[src/rtl/vga_timing_gen.sv]
// VGA raster timing for the Pong display path: scan counters, syncs,
// and a pin stage delayed to line up with the renderer's colour output.
module vga_timing_gen #(
    parameter int H_ACTIVE   = 1024,
    parameter int H_FP       = 24,
    parameter int H_SYNC     = 136,
    parameter int H_BP       = 160,
    parameter int V_ACTIVE   = 768,
    parameter int V_FP       = 3,
    parameter int V_SYNC     = 6,
    parameter int V_BP       = 29,
    parameter int SYNC_POL   = 0,
    parameter int PIPE_DELAY = 1
) (
    input  logic        pclk,
    input  logic        reset,
    input  logic [3:0]  vgaR_in,
    input  logic [3:0]  vgaG_in,
    input  logic [3:0]  vgaB_in,
    output logic [10:0] pixelx,
    output logic [10:0] pixely,
    output logic        video_on,
    output logic        frame_tick,
    output logic [3:0]  vgaRed,
    output logic [3:0]  vgaGreen,
    output logic [3:0]  vgaBlue,
    output logic        Hsync,
    output logic        Vsync
);

    localparam int H_TOTAL = H_ACTIVE + H_FP + H_SYNC + H_BP;
    localparam int V_TOTAL = V_ACTIVE + V_FP + V_SYNC + V_BP;

    localparam logic [10:0] H_LAST   = 11'(H_TOTAL - 1);
    localparam logic [10:0] V_LAST   = 11'(V_TOTAL - 1);
    localparam logic [10:0] H_ACT    = 11'(H_ACTIVE);
    localparam logic [10:0] V_ACT    = 11'(V_ACTIVE);
    localparam logic [10:0] HS_START = 11'(H_ACTIVE + H_FP);
    localparam logic [10:0] HS_END   = 11'(H_ACTIVE + H_FP + H_SYNC);
    localparam logic [10:0] VS_START = 11'(V_ACTIVE + V_FP);
    localparam logic [10:0] VS_END   = 11'(V_ACTIVE + V_FP + V_SYNC);
    localparam logic        SP       = (SYNC_POL != 0);

    typedef struct packed {
        logic vid;
        logic hs;
        logic vs;
    } ctl_t;

    localparam ctl_t CTL_IDLE = '{vid: 1'b0, hs: ~SP, vs: ~SP};

    logic [10:0] hcount_q, hcount_d;
    logic [10:0] vcount_q, vcount_d;

    always_comb begin
        hcount_d = hcount_q + 11'd1;
        vcount_d = vcount_q;
        if (hcount_q == H_LAST) begin
            hcount_d = 11'd0;
            if (vcount_q == V_LAST) begin
                vcount_d = 11'd0;
            end else begin
                vcount_d = vcount_q + 11'd1;
            end
        end
    end

    always_ff @(posedge pclk) begin
        if (reset) begin
            hcount_q <= 11'd0;
            vcount_q <= 11'd0;
        end else begin
            hcount_q <= hcount_d;
            vcount_q <= vcount_d;
        end
    end

    ctl_t ctl0;
    ctl_t ctl_dly;

    always_comb begin
        ctl0.vid = (hcount_q < H_ACT) && (vcount_q < V_ACT);
        ctl0.hs  = (hcount_q >= HS_START && hcount_q < HS_END) ? SP : ~SP;
        ctl0.vs  = (vcount_q >= VS_START && vcount_q < VS_END) ? SP : ~SP;
    end

    assign pixelx     = hcount_q;
    assign pixely     = vcount_q;
    assign video_on   = ctl0.vid;
    assign frame_tick = (hcount_q == 11'd0) && (vcount_q == V_ACT);

    // Matches the renderer's latency so syncs/blank meet their colour.
    generate
        if (PIPE_DELAY == 0) begin : g_nodly
            assign ctl_dly = ctl0;
        end else begin : g_dly
            ctl_t dly_q [PIPE_DELAY];

            always_ff @(posedge pclk) begin
                if (reset) begin
                    for (int i = 0; i < PIPE_DELAY; i++) begin
                        dly_q[i] <= CTL_IDLE;
                    end
                end else begin
                    dly_q[0] <= ctl0;
                    for (int i = 1; i < PIPE_DELAY; i++) begin
                        dly_q[i] <= dly_q[i-1];
                    end
                end
            end

            assign ctl_dly = dly_q[PIPE_DELAY-1];
        end
    endgenerate

    logic [11:0] rgb_q, rgb_d;
    logic        hs_q, vs_q;

    always_comb begin
        rgb_d = 12'h000;
        if (ctl_dly.vid) begin
            rgb_d = {vgaR_in, vgaG_in, vgaB_in};
        end
    end

    always_ff @(posedge pclk) begin
        if (reset) begin
            rgb_q <= 12'h000;
            hs_q  <= ~SP;
            vs_q  <= ~SP;
        end else begin
            rgb_q <= rgb_d;
            hs_q  <= ctl_dly.hs;
            vs_q  <= ctl_dly.vs;
        end
    end

    assign vgaRed   = rgb_q[11:8];
    assign vgaGreen = rgb_q[7:4];
    assign vgaBlue  = rgb_q[3:0];
    assign Hsync    = hs_q;
    assign Vsync    = vs_q;

endmodule
[config.mk]
export PLATFORM = sky130hd
export DESIGN_NAME = vga_timing_gen
export DESIGN_NICKNAME = d
export VERILOG_FILES = /design/src/rtl/vga_timing_gen.sv
export SDC_FILE = /design/constraint.sdc
export NUM_CORES = 1
export LEC_CHECK = 0
export ABC_AREA = 0
export CAP_MARGIN = 20
export CORE_MARGIN = 8
export CORE_UTILIZATION = 45
export DETAILED_ROUTE_END_ITERATION = 6
export GPL_TIMING_DRIVEN = 0
export PLACE_DENSITY = 0.84
export SYNTH_ARGS = -nofsm -noshare
export SYNTH_HDL_FRONTEND = slang
export SYNTH_SLANG_ARGS = --single-unit
[constraint.sdc]
create_clock -name pclk -period 5.57 [get_ports pclk]
set_clock_uncertainty 0.2 [all_clocks]
set_input_delay 0.557 -clock pclk [delete_from_list [all_inputs] [get_ports pclk]]
set_output_delay 0.557 -clock pclk [all_outputs]
set_load 0.02 [all_outputs]
Word level (Yosys, flattened, before mapping)
Memory sizes are Yosys's and may differ from the RTL's.
Cells that the tools add are included.
Storage, ports and cells
  word-level logic and storage cells: 34
  bits in writable memories: 3
  bits in registers: 36
  output and inout port bits: 38
  input bits: 14
  memories kept: 1
Operators by class
  bitwise operators: 1
  equality and inequality tests: 3
  add/subtract/negate cells: 2
  multiplexer cells: 8
  reductions and logical operators: 8
  $lt $le $gt $ge: 6
Memory list
  g_dly.dly_q: words 1, width 3, read ports 1, clocked after memory_dff 0, wr ports 1, line 97  | ctl_t dly_q [PIPE_DELAY];
Operator list (number)
  $add 11x1->11 const B: 2
  $eq 11x10->1 const B: 2
  $lt 11x10->1 const B: 2
  $lt 11x11->1 const B: 2
  $eq 11x11->1 const B: 1
  $ge 11x10->1 const B: 1
  $ge 11x11->1 const B: 1
  $logic_not 11->1: 1
  $mux 11: 1
  $mux 1: 6
  $logic_and 1x1->1: 4
  $reduce_or 2->1: 2
  $mux 3: 1
  $reduce_or 3->1: 1
  $not 1->1: 1

Depth between registers and ports, before layout
  word-level depth: 4
  depth in mapped cells: 6
  depth with buffers taken out: 6

Worst setup path before layout
No wires, ideal clock.
  path kind: reg-to-reg
  from: reg hcount_q[0], in the netlist pixelx[0]
  to: reg vcount_q[9], in the netlist pixely[9]
  buffers on the path: 1
  data required time: 5.298 ns
  arrival time: 2.123 ns
  cell stages (with the launch flop): 7
  period minus slack after synthesis: 2.395 ns
  setup time: 0.072 ns
  path slack: 3.175 ns
  path through: dfxtp_1 > ha_1 > nand4_1 > or4b_4 > buf_6 > or4_1 > a21oi_1
On the way
  longest elaborated chain between the ends: 1
Ends and longest elaborated chain
  from (decl): line 52  | logic [10:0] hcount_q, hcount_d;
  from (signal assigned): line 73  | hcount_q <= hcount_d;
  $eq 11x11->1: line 58  | if (hcount_q == H_LAST) begin
  to (signal assigned): line 74  | vcount_q <= vcount_d;
  to (decl): line 53  | logic [10:0] vcount_q, vcount_d;
No other way between the ends.
A chain may end at the register's enable or synchronous reset.

Final worst setup path
  from: reg vcount_q[10], in the netlist pixely[10]
  to: out frame_tick
On the way
  longest elaborated chain between the ends: 2
Ends and longest elaborated chain
  $eq 11x10->1: line 90  | assign frame_tick = (hcount_q == 11'd0) && (vcount_q == V_ACT);
  $logic_and 1x1->1: line 90
  to (decl): line 23  | output logic frame_tick,
No other way between the ends.

==> impl_metrics.py <==
metrics = {
    "logic_synthesis": {
        "ys_async_sr_fraction": 0,
        "ys_ff_latch": 39,
        "synth_fa_ha_area_frac": 0.0384,
        "synthSimpleGateAreaFrac": 0.303,
        "synth_mux_area_frac": 0,
        "ys_types": 30,
        "netlist_instances": 176,
        "synth_xor_area_frac": 0.0484,
        "ys_warn_count": 0,
        "synth_top_family_by_area": "simple AND/OR/NAND/NOR gates",
        "synth-seq-area-share": 0.479,
        "ys.flop_type": "dfxtp_1",
        "synth_compound_area_frac": 0.0876,
        "syn_avg_cell_area_um2": 9.26,
        "synth_edf_count": 0,
        "syn-cell-area_um2": 1630,
        "syn_nets": 195,
    },
    "clock_network": {
        "clkSlewWorstSetupHoldPaths_ps": 120,
        "clockRootBuffer": "clkbuf_4",
        "cts_max_level": 2,
        "clock-sinks": 39,
        "cts_hold_buf": 0,
        "post-cts-setup-buffers": 0,
        "cts_buffers": 5,
        "tritoncts": "done",
        "clk-insertion-delay-late_ps": 340,
        "cts_resized": 0,
        "cts_buffer_depth": 2,
    },
    "global_routing": {
        "grt_overflow_total": 0,
        "grt_pass1_vias": 1381,
        "grt_max_degree": 12,
        "track_usage": 0.133,
        "antenna_found_initial": 0,
        "grt_pass1_wl_mm": 6.42,
    },
    "setup_path": {
        "r2r_start": "pixelx[0]$_SDFF_PP0_",
        "cp_max_fo": 6,
        "worstPathArrival_ps": 2190,
        "worstPathRequired_ps": 4810,
        "crit_start": "pixely[10]$_SDFFE_PP0N_",
        "worstSetupStartpointType": "flop",
        "critPathKind": "flop to output pin",
        "endpoint_kind": "output pin",
    },
    "min_path": {
        "hp-class": "flop to flop",
        "min_from": "g_dly.dly_q[0][0]$_SDFF_PP1_",
    },
    "final_layout": {
        "diodes": 0,
        "drive_gt1_frac": 0.0470,
        "mostFrequentLayoutCells": "51 x clkdlybuf4s50_1, 39 x dfxtp_1, 16 x and2_1",
        "layout.nets": 253,
        "fin_util": 0.635,
        "final_common_cell": "clkdlybuf4s50_1",
        "area.growth.synth_to_final_pct": 39.4,
        "finalNonFillerCells": 282,
    },
    "timing": {
        "hold_viol": 0,
        "post-route-min-period_ps": 2940,
        "report.final.slew_viol_count": 0,
        "fin_ws_ps": 2630,
        "worst_pin_slew_ps": 641,
        "fmax_mhz": 340,
        "setup_tns_ps": 0,
        "setup_viol": 0,
        "whs_ps": 225,
        "period_share": 0.528,
        "rsz0062_at_grt": "no",
        "relSlewSlack": 0.572,
    },
    "place": {
        "io_buffers": 51,
        "gp_congestion": 0.819,
        "placedCellCount": 275,
        "dp_hpwl_mm": 2.74,
        "pre_cts_ws_ps": 3090,
    },
    "routing": {
        "routedWlPerCell_um": 13.3,
        "wl_mm": 3.75,
        "via_count": 1481,
        "drt_iter0_drc": 127,
        "first_pass_iters": 4,
        "vias_per_cell": 5.25,
        "ant_nets": 0,
        "drc": 0,
    },
    "power": {
        "p_leak_nw": 0.797,
        "power.density_nw_per_um2": 223,
        "ir_worst_vdd_mv": 0.185,
    },
    "floorplan": {
        "core_um2": 3580,
        "start_util": 0.455,
        "io_pins": 52,
        "rows": 22,
        "die-area_um2": 5800,
        "die_h_um": 76.2,
        "die_w_um": 76.2,
    },
    "flow_run": {
        "drv_cap": 0,
    },
    "outcome": {
        "status": "complete, no violations",
    },
}
kinds of logic after synthesis:
group,count (synthesis)
XOR/XNOR,9
flip-flops,39
buffers and inverters,15
adder cells (fa/ha/maj),5
AND/OR/NAND/NOR,83
AO/OA/AOI/OAI,25
power by group:
part           switching (mW)  internal (mW)  leakage [nW]
clock network          0.0863         0.0926        0.0383
registers             0.00321          0.284         0.317
logic                  0.0173         0.0223         0.442
total                   0.107          0.399         0.797
final cells by class:
class                      instances  area (um2)
clock inverter                     1        30.0
fill                             311        1310
multi-input combinational        122         777
sequential                        39         781
timing repair buffer              51         510
tap                               48        60.1
inverter                           5        18.8
clock buffer                       6        41.3
buffer                            10        52.6
metrics by stage:
step	cell area [um2]	total power, mW
after global placement	2200	0.333
after CTS	2270	0.512
final	2270	0.506
after detailed placement	2200	0.334
after floorplan	1630	0.311
after global routing	2270	0.534
Yosys cell counts, types with 2 or more instances:
master,count,area [um2]
o21ai_0,8,40.0
a21oi_1,11,55.1
xnor2_1,3,26.3
and4b_1,2,20.0
inv_1,5,18.8
and2_1,16,100
or3_1,7,43.8
nor2_1,3,11.3
nand3_1,7,35.0
ha_1,5,62.6
nor3_1,12,60.1
xor2_1,6,52.6
nor4_1,3,18.8
o41ai_1,2,17.5
buf_6,2,22.5
dfxtp_1,39,781
and4_1,2,17.5
nand2_1,11,41.3
or2_2,2,12.5
nand4_1,6,37.5
o31ai_1,3,22.5
and3_1,4,25.0
or4_1,3,22.5
clkbuf_1,8,30.0
final timing paths:
kind | cells after the start | slack, ps | to
max | 4 | 2630 | frame_tick
min | 1 | 220 | Vsync$_SDFF_PP1_
max reg2reg | 6 | 3130 | pixely[2]$_SDFFE_PP0N_
min reg2reg | 1 | 220 | Vsync$_SDFF_PP1_
critical path, stage by stage, from the launching register on:
cell             delay (ps)
dfxtp_1                 370
nor4_1                  470
nand2_1                 130
nor3_1                  230
clkdlybuf4s50_1         650
per-layer routing:
layer	wire, um	GRT usage	vias to the layer above
met5	0	0	-
met4	42	0.0558	0
met3	229	0.0625	4
met2	1810	0.201	45
met1	1670	0.158	691
li1	-	-	741
flip-flops by register name, indices dropped and copies added, names as in the netlist:
register	count
pixely	11
rgb_q	12
Hsync	1
g_dly.dly_q	3
Vsync	1
pixelx	11
Power figures use the tool's default switching activity.
